`src/rtl/div4s_radix2_seq.sv`:
```
// ============================================================================
// Module   : div4s_radix2_seq
// Purpose  : Sequential signed 2W/W divider, radix-2 restoring on magnitudes,
//            valid/ready handshakes, saturating quotient with overflow flags.
// Revision : 1.0  initial release
// ============================================================================
`default_nettype none

module div4s_radix2_seq #(
  parameter int WIDTH = 4
) (
  input  logic               clk,
  input  logic               rst,
  input  logic               in_valid,
  output logic               in_ready,
  input  logic [2*WIDTH-1:0] dividend,
  input  logic [WIDTH-1:0]   divisor,
  output logic               out_valid,
  input  logic               out_ready,
  output logic [WIDTH-1:0]   quotient,
  output logic [WIDTH-1:0]   remainder,
  output logic               overflow,
  output logic               div_by_zero
);

  localparam int DW = 2 * WIDTH;
  localparam int CW = $clog2(DW + 1);
  localparam logic [CW-1:0]    CNT_LOAD  = CW'(DW);
  localparam logic [CW-1:0]    CNT_ONE   = CW'(1);
  localparam logic [DW-1:0]    POS_LIMIT = DW'((1 << (WIDTH - 1)) - 1);
  localparam logic [DW-1:0]    NEG_LIMIT = DW'(1 << (WIDTH - 1));
  localparam logic [WIDTH-1:0] SAT_POS   = {1'b0, {(WIDTH-1){1'b1}}};
  localparam logic [WIDTH-1:0] SAT_NEG   = {1'b1, {(WIDTH-1){1'b0}}};

  typedef enum logic [1:0] {
    IDLE = 2'd0,
    CALC = 2'd1,
    FIX  = 2'd2,
    DONE = 2'd3
  } state_t;

  state_t state, state_next;

  logic [CW-1:0]    count;
  logic [DW-1:0]    quo;       // dividend magnitude, becomes quotient magnitude
  logic [WIDTH-1:0] prem;      // partial remainder
  logic [WIDTH-1:0] dsr;
  logic             qsign;
  logic             rsign;
  logic             zero_div;

  logic             accept;
  logic [DW-1:0]    dvd_abs;
  logic [WIDTH-1:0] dsr_abs;
  logic [WIDTH:0]   shifted;
  logic             qbit;
  logic [WIDTH-1:0] prem_next;
  logic             ovf;
  logic [WIDTH-1:0] q_low;

  assign accept    = in_valid && (state == IDLE);
  assign in_ready  = (state == IDLE);
  assign out_valid = (state == DONE);

  assign dvd_abs = dividend[DW-1] ? -dividend : dividend;
  assign dsr_abs = divisor[WIDTH-1] ? -divisor : divisor;

  // Trial subtraction; prem < dsr <= 2^(W-1) keeps the kept value within W bits.
  assign shifted   = {prem, quo[DW-1]};
  assign qbit      = (shifted >= {1'b0, dsr});
  assign prem_next = WIDTH'(qbit ? (shifted - {1'b0, dsr}) : shifted);

  assign ovf   = qsign ? (quo > NEG_LIMIT) : (quo > POS_LIMIT);
  assign q_low = quo[WIDTH-1:0];

  always_ff @(posedge clk or posedge rst) begin
    if (rst) state <= IDLE;
    else     state <= state_next;
  end

  always_comb begin
    state_next = state;
    case (state)
      IDLE: if (in_valid)          state_next = CALC;
      CALC: if (count == CNT_ONE)  state_next = FIX;
      FIX:                         state_next = DONE;
      DONE: if (out_ready)         state_next = IDLE;
      default:                     state_next = IDLE;
    endcase
  end

  always_ff @(posedge clk or posedge rst) begin
    if (rst) begin
      count       <= '0;
      quo         <= '0;
      prem        <= '0;
      dsr         <= '0;
      qsign       <= 1'b0;
      rsign       <= 1'b0;
      zero_div    <= 1'b0;
      quotient    <= '0;
      remainder   <= '0;
      overflow    <= 1'b0;
      div_by_zero <= 1'b0;
    end else begin
      if (accept) begin
        quo      <= dvd_abs;
        prem     <= '0;
        dsr      <= dsr_abs;
        qsign    <= dividend[DW-1] ^ divisor[WIDTH-1];
        rsign    <= dividend[DW-1];
        zero_div <= (divisor == '0);
        count    <= CNT_LOAD;
      end else if (state == CALC) begin
        quo   <= {quo[DW-2:0], qbit};
        prem  <= prem_next;
        count <= count - CNT_ONE;
      end else if (state == FIX) begin
        if (zero_div) begin
          quotient    <= '0;
          remainder   <= '0;
          overflow    <= 1'b0;
          div_by_zero <= 1'b1;
        end else begin
          quotient    <= ovf ? (qsign ? SAT_NEG : SAT_POS)
                             : (qsign ? -q_low : q_low);
          remainder   <= rsign ? -prem : prem;
          overflow    <= ovf;
          div_by_zero <= 1'b0;
        end
      end
    end
  end

endmodule

`default_nettype wire

```
`config.mk`:
```
export PLATFORM = sky130hd
export DESIGN_NAME = div4s_radix2_seq
export DESIGN_NICKNAME = d
export VERILOG_FILES = /design/src/rtl/div4s_radix2_seq.sv
export SDC_FILE = /design/constraint.sdc
export NUM_CORES = 1
export LEC_CHECK = 0
export ABC_CLOCK_PERIOD_IN_PS = 3170
export BUFFER_PORTS_ARGS = -buffer_cell sky130_fd_sc_hd__buf_2
export CAP_MARGIN = 0
export CORE_MARGIN = 2
export CORE_UTILIZATION = 53
export DETAILED_ROUTE_END_ITERATION = 7
export GPL_ROUTABILITY_DRIVEN = 0
export PLACE_DENSITY = 0.74
export SYNTH_ARGS = -nofsm -noshare
export SYNTH_HDL_FRONTEND = slang
export SYNTH_SLANG_ARGS = --single-unit
```
`constraint.sdc`:
```
create_clock -name clk -period 3.17 [get_ports clk]
set_clock_uncertainty 0.2 [all_clocks]
set_input_delay 0.1585 -clock clk [delete_from_list [all_inputs] [get_ports clk]]
set_output_delay 0.1585 -clock clk [all_outputs]
set_load 0.02 [all_outputs]
```
==> results of run 1 <==
[layout make-up]
cell class                      count  area [sq um]
Inverter                           28           105
Timing Repair Buffer               33           193
Multi-Input combinational cell    154          1100
Sequential cell                    35           876
Clock buffer                        8           100
Fill cell                         329          1310
Tap cell                           48          60.1
[placed cells by master (no fill, tap or decap), types with 2 or more instances in the layout]
cell type	Yosys	routed
or3_1	3	3
dfrtp_1	35	35
nand2_1	19	19
o221ai_1	3	3
nand2b_1	4	4
a21oi_1	5	5
o21ai_0	13	13
nor2_1	14	14
o31ai_1	4	4
xor2_1	4	4
buf_2	3	27
nand3b_1	3	3
nor2b_1	8	8
nor4b_1	3	3
clkbuf_8	0	7
nand4_1	2	2
o21ai_1	3	3
a21oi_2	2	2
o22ai_1	5	5
nor3b_1	3	3
o311ai_0	2	2
mux2i_1	8	8
xnor2_1	10	10
mux2_2	3	3
nand3_1	3	3
inv_1	28	28
ha_1	14	14
dlygate4sd3_1	0	5
a211oi_1	4	4
[registers in the layout (all words and copies together) (netlist names)]
signal / cells
quotient: 4
prem: 4
quo: 8
dsr: 4
div_by_zero: 1
qsign: 1
overflow: 1
remainder: 4
zero_div: 1
rsign: 1
state: 2
count: 4
[worst max-delay path: cells and delay by family, from the launching register on]
family,cells,cell delay [ns]
fa+ha+maj,1,0.79
xor+xnor,1,0.16
buf+inv,1,0.09
flops,1,0.41
simple gates,2,0.47
[cell families (layout without fill, tap and decap cells)]
group,after synthesis,in the layout,synth area share
adders and majority gates,15,15,0.0923
muxes,11,11,0.0538
xor gates and xnor gates,14,14,0.0580
buffers and inverters,37,69,0.0674
AOI/OAI and AO/OA,48,48,0.151
DFF,35,35,0.414
and+or+nand+nor,66,66,0.163
[power by group]
part           internal (mW)  switching [mW]
sequential             0.661           0.184
combinational          0.533           0.707
clock                  0.198           0.154
total                   1.39            1.05
[layer usage]
layer | share of wire | GRT usage
met5 | 0 | 0
met4 | 0.0053 | 0.0383
met3 | 0.042 | 0.0500
met1 | 0.48 | 0.265
met2 | 0.48 | 0.337
[path summary, 6_finish.rpt]
path | startpoint | end | slack (ns) | cells past startpoint
setup / recovery | state[1] | count[3] | 0.87 | 5
hold / removal | divisor[1] | dsr[3] | -0.000002 | 4
setup reg to reg | state[1] | count[3] | 0.87 | 5
hold reg to reg | dsr[1] | dsr[1] | 0.28 | 2
max in group asynchronous | rst | prem[3] | 2.14 | 4
min in group asynchronous | rst | quotient[0] | 0.31 | 4
[through the flow]
| stage | hold WS (ns) | setup slack (ns) |
|---|---|---|
| floorplan | 0.113 | 1.28 |
| global placement | 0.0779 | 1.01 |
| detailed placement | 0.0789 | 0.864 |
| CTS | 0.000968 | 0.853 |
| global route | 0.0162 | 0.707 |
| finish | -0.00000211 | 0.873 |
[what timing repair did]
item	CTS	global route
buffers inserted	0	0
hold buffers	5	0
hold endpoints to repair	40	0
==> impl_metrics.prom, run 1 <==
# TYPE chip_impl_metric gauge
chip_impl_info{name="outcome",value="complete, but fails checks"} 1
chip_impl_info{name="failed_checks",value="negative hold slack"} 1
chip_impl_metric{name="ioPinCount",unit=""} 28
chip_impl_metric{name="post_placement_cell_count",unit=""} 293
chip_impl_metric{name="hpwl",unit="mm"} 2.83
chip_impl_metric{name="detailed_routing_iteration_count_for_the_pre_antenna_repair_pass",unit=""} 6
chip_impl_metric{name="fp.dieH",unit="um"} 67.2
chip_impl_info{name="ctsRootBufferMaster",value="clkbuf_8"} 1
chip_impl_metric{name="viasPerCell",unit=""} 5.43
chip_impl_metric{name="drcViolationCount",unit=""} 0
chip_impl_info{name="crit_type",value="reg -> reg"} 1
chip_impl_info{name="cts_tree",value="built"} 1
chip_impl_metric{name="utilization",unit=""} 0.649
chip_impl_metric{name="placement.io_buffers",unit=""} 27
chip_impl_metric{name="timing.final.crit_period",unit="ns"} 2.30
chip_impl_metric{name="htree_levels",unit=""} 2
chip_impl_metric{name="slew_viol_final",unit=""} 0
chip_impl_metric{name="dr.first_iter.drc_count",unit=""} 89
chip_impl_metric{name="die_outline_width",unit="um"} 67.2
chip_impl_metric{name="setup-tns-final",unit="ns"} 0
chip_impl_metric{name="clock_slew_at_the_register_clock_pins_of_the_worst_setup_and_hold_paths",unit="ns"} 0.07
chip_impl_metric{name="final-hold-violation-count",unit=""} 1
chip_impl_metric{name="floorplan.die_area",unit="sq um"} 4510
chip_impl_info{name="grt_setup_unrepaired",value="no"} 1
chip_impl_metric{name="instances_no_fill",unit=""} 306
chip_impl_metric{name="slew_headroom",unit=""} 0.352
chip_impl_metric{name="antenna_cells_inserted",unit=""} 0
chip_impl_metric{name="initial_core_util",unit=""} 0.565
chip_impl_metric{name="detail_route.wl_per_cell",unit="um"} 13.0
chip_impl_metric{name="drive_gt1_frac",unit=""} 0.163
chip_impl_info{name="yosysMostFrequentCell",value="dfrtp_1"} 1
chip_impl_metric{name="postRouteAntennaNets",unit=""} 0
chip_impl_metric{name="mappedNetlistArea",unit="sq um"} 2120
chip_impl_metric{name="postSynthNetCount",unit=""} 257
chip_impl_metric{name="dpl-instance-area",unit="sq um"} 2280
chip_impl_metric{name="grt_pass1_wl",unit="mm"} 6.84
chip_impl_metric{name="detailroute.via_count",unit=""} 1662
chip_impl_metric{name="total_power",unit="mW"} 2.44
chip_impl_metric{name="cts-buffers-inserted",unit=""} 5
chip_impl_metric{name="synth-edff-count",unit=""} 0
chip_impl_metric{name="cts_buffer_depth",unit=""} 2
chip_impl_metric{name="grt_use_total",unit=""} 0.201
chip_impl_metric{name="antenna_found_initial",unit=""} 0
chip_impl_info{name="crit_chain",value="inv_1, ha_1, nor4b_1, xnor2_1, nand2_1"} 1
chip_impl_metric{name="clock_insertion_delay_worst_skew",unit="ns"} 0.28
chip_impl_metric{name="sequential_to_total_area_share_from_yosys_stat",unit=""} 0.414
chip_impl_info{name="crit_path_top_delay_cell",value="ha_1"} 1
chip_impl_metric{name="design.final.nets",unit=""} 288
chip_impl_metric{name="critical_path.max_fanout",unit=""} 28
chip_impl_metric{name="synth_warnings",unit=""} 0
chip_impl_info{name="dominantRegCellSynth",value="dfrtp_1"} 1
chip_impl_metric{name="grt_start_max_net_pins",unit=""} 36
chip_impl_metric{name="sinks_on_clock_net",unit=""} 35
chip_impl_info{name="top_area_cells_in_the_synthesized_netlist",value="dfrtp_1, ha_1, inv_1"} 1
chip_impl_metric{name="cts_resized",unit=""} 0
chip_impl_metric{name="tightest_slew",unit="ns"} 0.972
chip_impl_metric{name="fin_worst_hold_slack",unit="ns"} -0.00000211
chip_impl_metric{name="vdd_ir_max",unit="uV"} 625
chip_impl_metric{name="rows",unit=""} 22
chip_impl_metric{name="setup_viol",unit=""} 0
chip_impl_metric{name="postLayoutCellArea",unit="sq um"} 2430
chip_impl_info{name="ys_top_cells_by_count",value="dfrtp_1, inv_1, nand2_1, ha_1, nor2_1"} 1
chip_impl_metric{name="period_utilisation_layout",unit=""} 0.725
chip_impl_info{name="yosysTopAreaCell",value="dfrtp_1"} 1
chip_impl_info{name="setup.worst_path.end_class",value="flip-flop"} 1
chip_impl_metric{name="yosys_register_bits",unit=""} 35
chip_impl_metric{name="overflow",unit=""} 0
chip_impl_metric{name="max-cap-violations",unit=""} 0
chip_impl_metric{name="post_synth_num_cell_types",unit=""} 41
chip_impl_metric{name="timing.critical_path.arrival",unit="ns"} 2.23
chip_impl_metric{name="power_density_of_the_placed_cells",unit="nW/um^2"} 1000
chip_impl_metric{name="max_stage_delay",unit="ns"} 0.79
chip_impl_metric{name="asyncSetResetFlopFracSynth",unit=""} 1.00
chip_impl_metric{name="routed_wirelength",unit="mm"} 3.99
chip_impl_metric{name="area.growth.synth_to_final",unit="%"} 14.9
chip_impl_metric{name="fmaxAchievable",unit="MHz"} 435
chip_impl_metric{name="core_region_area",unit="sq um"} 3740
chip_impl_info{name="critPathLaunchType",value="flip-flop"} 1
chip_impl_metric{name="power.leakage",unit="nW"} 1.15
chip_impl_metric{name="syn-instance-count",unit=""} 226
chip_impl_metric{name="vias_in_the_first_global_route",unit=""} 1551
chip_impl_info{name="holdCritPathClass",value="in -> reg"} 1
chip_impl_metric{name="netlist.area_leader.share",unit=""} 0.414
chip_impl_metric{name="critPathRequiredTime",unit="ns"} 3.11
chip_impl_metric{name="syn_avg_cell_area",unit="sq um"} 9.36
(Power assumes the default switching activity.)
==> run 2, diff against run 1 <==
==> config.mk (replaced) <==
export PLATFORM = sky130hd
export DESIGN_NAME = div4s_radix2_seq
export DESIGN_NICKNAME = d
export VERILOG_FILES = /design/src/rtl/div4s_radix2_seq.sv
export SDC_FILE = /design/constraint.sdc
export NUM_CORES = 1
export LEC_CHECK = 0
export ABC_CLOCK_PERIOD_IN_PS = 1900
export BUFFER_PORTS_ARGS = -buffer_cell sky130_fd_sc_hd__buf_2
export CAP_MARGIN = 0
export CORE_MARGIN = 2
export CORE_UTILIZATION = 52
export DETAILED_ROUTE_END_ITERATION = 7
export GPL_ROUTABILITY_DRIVEN = 0
export PLACE_DENSITY = 0.76
export SYNTH_ARGS = -nofsm -noshare
export SYNTH_HDL_FRONTEND = slang
export SYNTH_SLANG_ARGS = --single-unit
==> constraint.sdc (replaced) <==
create_clock -name clk -period 1.9 [get_ports clk]
set_clock_uncertainty 0.2 [all_clocks]
set_input_delay 0.095 -clock clk [delete_from_list [all_inputs] [get_ports clk]]
set_output_delay 0.095 -clock clk [all_outputs]
set_load 0.02 [all_outputs]
==> run 2 against run 1 <==
Net effect: the run now ends clean; worst setup slack lost 0.83 ns; non-clock buffer count grew 23; count of clock-buffer cells in the layout shrank 3; cell count grew 8.2%; clock power grew 46%; register-to-register slack lost 0.83 ns; fmax grew 24%; flip-flop and latch count is the same; first-iteration DRC count shrank 21%; wire length grew 5.6%; critical path depth is the same; utilization grew 1.6 points; critical path type unchanged; highest routed layer unchanged.
==> impl_metrics.prom, run 2 (synthesis gave the netlist of run 1 again) <==
# TYPE chip_impl_metric gauge
chip_impl_metric{name="setup-tns-final",unit="ns"} 0
chip_impl_metric{name="grt_pass1_wl",unit="mm"} 7.02
chip_impl_metric{name="placement.io_buffers",unit=""} 27
chip_impl_metric{name="hpwl",unit="mm"} 3.07
chip_impl_info{name="setup.worst_path.end_class",value="flip-flop"} 1
chip_impl_info{name="crit_chain",value="inv_1, ha_2, a222oi_1, buf_4, mux2_2"} 1
chip_impl_metric{name="critical_path.max_fanout",unit=""} 5
chip_impl_metric{name="setup_viol",unit=""} 0
chip_impl_metric{name="postLayoutCellArea",unit="sq um"} 2640
chip_impl_info{name="max_flop_register",value="quo"} 1
chip_impl_metric{name="core_region_area",unit="sq um"} 3970
chip_impl_metric{name="critPathRequiredTime",unit="ns"} 1.87
chip_impl_metric{name="filler_cells_inserted",unit=""} 337
chip_impl_metric{name="dr.first_iter.drc_count",unit=""} 70
chip_impl_metric{name="design.final.nets",unit=""} 311
chip_impl_info{name="cts_tree",value="built"} 1
chip_impl_metric{name="vdd_ir_max",unit="uV"} 678
chip_impl_metric{name="timing.reg2reg.setup_slack",unit="ns"} 0.04
chip_impl_metric{name="detailed_routing_iteration_count_for_the_pre_antenna_repair_pass",unit=""} 4
chip_impl_metric{name="tightest_slew",unit="ns"} 0.446
chip_impl_metric{name="period_utilisation_layout",unit=""} 0.977
chip_impl_metric{name="routed_wirelength",unit="mm"} 4.21
chip_impl_metric{name="timing.critical_path.arrival",unit="ns"} 1.83
chip_impl_metric{name="power_density_of_the_placed_cells",unit="nW/um^2"} 1630
chip_impl_metric{name="viasPerCell",unit=""} 5.18
chip_impl_info{name="grt_setup_unrepaired",value="no"} 1
chip_impl_info{name="ctsRootBufferMaster",value="clkbuf_8"} 1
chip_impl_metric{name="total_power",unit="mW"} 4.30
chip_impl_metric{name="vias_in_the_first_global_route",unit=""} 1592
chip_impl_metric{name="clock_slew_at_the_register_clock_pins_of_the_worst_setup_and_hold_paths",unit="ns"} 0.07
chip_impl_metric{name="postRouteAntennaNets",unit=""} 0
chip_impl_info{name="crit_type",value="reg -> reg"} 1
chip_impl_metric{name="fmaxAchievable",unit="MHz"} 539
chip_impl_metric{name="sinks_on_clock_net",unit=""} 35
chip_impl_metric{name="instances_no_fill",unit=""} 331
chip_impl_metric{name="rows",unit=""} 23
chip_impl_info{name="layout.cells.most_common",value="dfrtp_1"} 1
chip_impl_info{name="layout_common_cells",value="dfrtp_1, inv_1, buf_2"} 1
chip_impl_info{name="critPathLaunchType",value="flip-flop"} 1
chip_impl_metric{name="detailroute.via_count",unit=""} 1715
chip_impl_info{name="outcome",value="finished clean"} 1
chip_impl_metric{name="antenna_cells_inserted",unit=""} 0
chip_impl_metric{name="initial_core_util",unit=""} 0.533
chip_impl_metric{name="die_outline_width",unit="um"} 67.8
chip_impl_metric{name="multi_input_area",unit="sq um"} 1110
chip_impl_metric{name="final-hold-violation-count",unit=""} 0
chip_impl_metric{name="max_stage_delay",unit="ns"} 0.39
chip_impl_metric{name="grt_start_max_net_pins",unit=""} 36
chip_impl_metric{name="cts_buffer_depth",unit=""} 2
chip_impl_metric{name="utilization",unit=""} 0.665
chip_impl_metric{name="drcViolationCount",unit=""} 0
chip_impl_metric{name="grt_use_total",unit=""} 0.207
chip_impl_metric{name="timing.final.crit_period",unit="ns"} 1.86
chip_impl_metric{name="number_of_flip_flops_under_the_largest_register_name",unit=""} 8
chip_impl_metric{name="timing.final.ws_setup",unit="ns"} 0.0446
chip_impl_metric{name="fin_worst_hold_slack",unit="ns"} 0.00527
chip_impl_info{name="cpLargestDelayFamily",value="flip-flops"} 1
chip_impl_metric{name="dpl-instance-area",unit="sq um"} 2390
chip_impl_info{name="crit_path_top_delay_cell",value="dfrtp_1"} 1
chip_impl_metric{name="antenna_found_initial",unit=""} 0
chip_impl_metric{name="area.growth.synth_to_final",unit="%"} 24.8
chip_impl_metric{name="ioPinCount",unit=""} 28
chip_impl_metric{name="register_area",unit="sq um"} 876
chip_impl_metric{name="power.leakage",unit="nW"} 1.25
chip_impl_metric{name="dp_slack",unit="ns"} 0.00751
chip_impl_metric{name="cp_num_buf_inv",unit=""} 2
chip_impl_metric{name="overflow",unit=""} 0
chip_impl_metric{name="slew_headroom",unit=""} 0.702
chip_impl_info{name="holdCritPathClass",value="in -> reg"} 1
chip_impl_metric{name="floorplan.die_area",unit="sq um"} 4590
chip_impl_metric{name="clock_insertion_delay_worst_skew",unit="ns"} 0.29
chip_impl_metric{name="fp.dieH",unit="um"} 67.8
chip_impl_metric{name="slew_viol_final",unit=""} 0
chip_impl_metric{name="htree_levels",unit=""} 2
chip_impl_metric{name="detail_route.wl_per_cell",unit="um"} 12.7
chip_impl_metric{name="cts-buffers-inserted",unit=""} 5
chip_impl_metric{name="post_placement_cell_count",unit=""} 308
chip_impl_metric{name="drive_gt1_frac",unit=""} 0.217
chip_impl_metric{name="max-cap-violations",unit=""} 0
## run 2: cell types whose count changed in the layout (fill, tap and decap cells not counted), sizes merged
cell	change
clkbuf	-3
buf	+14
clkinv	+3
dlygate4sd3	+9
## run 2: timing repair
action,4_1_cts,5_1_grt
setup endpoints to repair,1,11
endpoints found under the hold margin,50,0
hold buffers,14,0
pin swaps,1,1
buffers inserted,0,1
gates resized for setup,0,5
## run 2: area by class of cell
| class | instances | share of cell area |
|---|---|---|
| Multi-Input combinational cell | 154 | 0.422 |
| Sequential cell | 35 | 0.332 |
| Timing Repair Buffer | 56 | 0.152 |
| Inverter | 28 | 0.0398 |
| Clock buffer | 5 | 0.0261 |
| Tap cell | 50 | 0.0237 |
| Clock inverter | 3 | 0.00568 |
## run 2: per-layer routing
| metal | GRT usage | part of all wire |
|---|---|---|
| met5 | 0 | 0 |
| met3 | 0.0400 | 0.037 |
| met4 | 0.0975 | 0.022 |
| met2 | 0.324 | 0.46 |
| met1 | 0.274 | 0.48 |
## run 2: path summary, 6_finish.rpt
path | cells past startpoint | endpoint | start
hold / removal | 4 | quo[7] | dividend[1]
hold reg to reg | 2 | dsr[2] | dsr[2]
setup reg to reg | 5 | state[1] | state[0]
max in group asynchronous | 4 | dsr[2] | rst
setup / recovery | 5 | state[1] | state[0]
min in group asynchronous | 4 | quotient[3] | rst
## run 2: power breakdown
part | switching [mW] | internal [mW]
logic | 1.30 | 1.11
registers | 0.261 | 1.10
clock network | 0.265 | 0.250
total | 1.83 | 2.47
## run 2: tightest hold or removal path, cell delays in order
cell     delay (ns)
buf_2          0.12
nor3_1         0.05
nand4_1        0.09
o21ai_0        0.08
==> run 3, diff against run 2 <==
--- a/config.mk
+++ b/config.mk
@@ -6,13 +6,14 @@
 export NUM_CORES = 1
 export LEC_CHECK = 0
 export ABC_CLOCK_PERIOD_IN_PS = 1900
-export BUFFER_PORTS_ARGS = -buffer_cell sky130_fd_sc_hd__buf_2
 export CAP_MARGIN = 0
 export CORE_MARGIN = 2
-export CORE_UTILIZATION = 52
+export CORE_UTILIZATION = 53
 export DETAILED_ROUTE_END_ITERATION = 7
+export DONT_BUFFER_PORTS = 1
 export GPL_ROUTABILITY_DRIVEN = 0
-export PLACE_DENSITY = 0.76
+export PLACE_DENSITY = 0.71
+export RECOVER_POWER = 100
 export SYNTH_ARGS = -nofsm -noshare
 export SYNTH_HDL_FRONTEND = slang
 export SYNTH_SLANG_ARGS = --single-unit
==> run 3 against run 2 <==
Net effect: the run now ends with negative hold slack left; register-to-register slack improved by 0.03 ns; sequential share of layout area increased by 1.6 points; worst hold slack got worse by 0.059 ns; highest routed layer unchanged; cell count decreased by 8.5%.
==> impl_metrics.prom, run 3 (synthesis gave the netlist of run 1 again) <==
# TYPE chip_impl_metric gauge
chip_impl_info{name="outcome",value="complete, but fails checks"} 1
chip_impl_info{name="failed_checks",value="negative hold slack"} 1
chip_impl_metric{name="detailroute.via_count",unit=""} 1686
chip_impl_metric{name="ioPinCount",unit=""} 28
chip_impl_metric{name="p_int",unit="mW"} 2.40
chip_impl_metric{name="hpwl",unit="mm"} 3.08
chip_impl_metric{name="critPathRequiredTime",unit="ns"} 1.87
chip_impl_metric{name="drcViolationCount",unit=""} 0
chip_impl_metric{name="grt_pass1_wl",unit="mm"} 7.30
chip_impl_info{name="crit_type",value="reg -> reg"} 1
chip_impl_metric{name="antenna_found_initial",unit=""} 0
chip_impl_metric{name="max-cap-violations",unit=""} 0
chip_impl_metric{name="initial_core_util",unit=""} 0.565
chip_impl_info{name="critical_path.reg2reg.startpoint",value="state[1]"} 1
chip_impl_metric{name="vdd_ir_max",unit="uV"} 1150
chip_impl_metric{name="swShare",unit=""} 0.433
chip_impl_metric{name="clock_slew_at_the_register_clock_pins_of_the_worst_setup_and_hold_paths",unit="ns"} 0.06
chip_impl_metric{name="routed_wirelength",unit="mm"} 4.48
chip_impl_info{name="reg2reg_to",value="state[1]"} 1
chip_impl_info{name="holdCritPathClass",value="in -> reg"} 1
chip_impl_metric{name="overflow",unit=""} 0
chip_impl_metric{name="register_area",unit="sq um"} 876
chip_impl_info{name="layout_common_cells",value="dfrtp_1, inv_1, nand2_1"} 1
chip_impl_metric{name="detail_route.wl_per_cell",unit="um"} 14.8
chip_impl_metric{name="floorplan.die_area",unit="sq um"} 4510
chip_impl_metric{name="sinks_on_clock_net",unit=""} 35
chip_impl_info{name="ctsRootBufferMaster",value="clkbuf_8"} 1
chip_impl_info{name="layout.cells.most_common",value="dfrtp_1"} 1
chip_impl_metric{name="post_placement_cell_count",unit=""} 280
chip_impl_metric{name="holdPathStages",unit=""} 3
chip_impl_metric{name="slew_viol_final",unit=""} 0
chip_impl_metric{name="cts_buffer_depth",unit=""} 2
chip_impl_metric{name="grt_start_max_net_pins",unit=""} 36
chip_impl_metric{name="filler_cells_inserted",unit=""} 313
chip_impl_metric{name="path_depth_of_the_worst_reg2reg_path",unit=""} 4
chip_impl_metric{name="timing.reg2reg.setup_slack",unit="ns"} 0.07
chip_impl_info{name="hold_path_startpoint",value="divisor[3]"} 1
chip_impl_metric{name="final-hold-violation-count",unit=""} 1
chip_impl_metric{name="timing.final.ws_setup",unit="ns"} 0.0720
chip_impl_metric{name="antenna_cells_inserted",unit=""} 0
chip_impl_metric{name="core_region_area",unit="sq um"} 3740
chip_impl_metric{name="cts-buffers-inserted",unit=""} 5
chip_impl_info{name="critPathLaunchType",value="flip-flop"} 1
chip_impl_metric{name="dpl-instance-area",unit="sq um"} 2280
chip_impl_metric{name="drive_gt1_frac",unit=""} 0.114
chip_impl_metric{name="postLayoutCellArea",unit="sq um"} 2520
chip_impl_info{name="hold_path_end",value="dsr[2]"} 1
chip_impl_metric{name="postRouteAntennaNets",unit=""} 0
chip_impl_metric{name="clock_power_share",unit=""} 0.128
chip_impl_metric{name="tightest_slew",unit="ns"} 0.870
chip_impl_metric{name="fin_worst_hold_slack",unit="ns"} -0.0535
chip_impl_metric{name="clock_insertion_delay_worst_skew",unit="ns"} 0.29
chip_impl_info{name="cts_tree",value="built"} 1
chip_impl_metric{name="instances_no_fill",unit=""} 303
chip_impl_metric{name="design.final.nets",unit=""} 286
chip_impl_metric{name="number_of_flip_flops_under_the_largest_register_name",unit=""} 8
chip_impl_metric{name="grt_use_total",unit=""} 0.220
chip_impl_metric{name="fp.dieH",unit="um"} 67.2
chip_impl_metric{name="critical_path.max_fanout",unit=""} 4
chip_impl_metric{name="power_frac_seq",unit=""} 0.356
chip_impl_metric{name="timing.critical_path.arrival",unit="ns"} 1.80
chip_impl_metric{name="viasPerCell",unit=""} 5.56
chip_impl_metric{name="die_outline_width",unit="um"} 67.2
chip_impl_metric{name="vias_in_the_first_global_route",unit=""} 1606
chip_impl_metric{name="power.share.combinational",unit=""} 0.515
chip_impl_metric{name="total_power",unit="mW"} 4.24
chip_impl_metric{name="area.growth.synth_to_final",unit="%"} 19.0
chip_impl_metric{name="fmaxAchievable",unit="MHz"} 547
chip_impl_metric{name="netSwitchingPower",unit="mW"} 1.83
chip_impl_info{name="max_flop_register",value="quo"} 1
chip_impl_metric{name="setup_viol",unit=""} 0
chip_impl_metric{name="dr.first_iter.drc_count",unit=""} 78
chip_impl_metric{name="period_utilisation_layout",unit=""} 0.962
chip_impl_metric{name="rows",unit=""} 22
chip_impl_metric{name="placement.io_buffers",unit=""} 0
chip_impl_metric{name="slew_headroom",unit=""} 0.420
chip_impl_metric{name="detailed_routing_iteration_count_for_the_pre_antenna_repair_pass",unit=""} 4
chip_impl_metric{name="timing.final.crit_period",unit="ns"} 1.83
chip_impl_metric{name="utilization",unit=""} 0.672
chip_impl_metric{name="dp_slack",unit="ns"} 0.0406
chip_impl_metric{name="multi_input_area",unit="sq um"} 1110
chip_impl_metric{name="power_density_of_the_placed_cells",unit="nW/um^2"} 1680
chip_impl_info{name="setup.worst_path.end_class",value="flip-flop"} 1
chip_impl_metric{name="htree_levels",unit=""} 2
chip_impl_metric{name="power.leakage",unit="nW"} 1.14
-- run 3: worst max-delay path by stage --
stage                   from        to  cells after the start  slack (ns)
finish              state[1]  state[1]                      4        0.07
detailed placement  state[1]  state[1]                      4        0.04
floorplan           state[0]  state[1]                      4        0.01
global route          dsr[2]   prem[0]                      6     -0.0009
global placement     prem[0]   prem[2]                      5        0.12
CTS                 state[1]  state[1]                      4        0.03
-- run 3: area by class of cell --
| class | instances | area share |
|---|---|---|
| multi-input cells | 154 | 0.442 |
| flip-flops and latches | 35 | 0.348 |
| repair buffers | 31 | 0.110 |
| inverters | 28 | 0.0417 |
| clock buffers | 6 | 0.0328 |
| well taps | 48 | 0.0239 |
| clock inverters | 1 | 0.00199 |
-- run 3: metal layers --
layer  up-vias  global-route usage  share of wire  routed length [um]
met5         -                   0              0                   0
met4         0               0.102          0.024                 106
met3        12              0.0517          0.048                 216
met2        44               0.343           0.46                2070
met1       794               0.289           0.47                2090
li1        836                   -              -                   -
-- run 3: critical path: stages (launching register included) --
cell,delay (ns)
dfrtp_1,0.39
inv_1,0.09
ha_1,0.26
a222oi_1,0.39
mux2_2,0.38
-- run 3: repair_timing --
item                                    4_1_cts  5_1_grt
hold buffers                                 16        0
hold endpoints to repair                     51        0
setup buffers                                 0        1
resized for setup                             0        6
endpoints found under the setup margin        0        6
-- run 3: per-stage QoR --
step / TNS [ns] / hold slack, ns
2_1_floorplan: 0 / 0.0493
3_3_place_gp: 0 / -0.0885
3_5_place_dp: 0 / -0.0857
4_1_cts: 0 / 0.00405
5_1_grt: -0.000910 / 0.0209
6_report: 0 / -0.0535
-- run 3: power by group through the flow --
stage / Sequential, mW / Clock (mW) / Combinational [mW]
6_report: 1.51 / 0.543 / 2.18
2_1_floorplan: 1.47 / 0 / 1.53
3_3_place_gp: 1.51 / 0 / 2.04
3_5_place_dp: 1.53 / 0 / 2.09
5_1_grt: 1.56 / 0.594 / 2.47
4_1_cts: 1.52 / 0.553 / 2.14
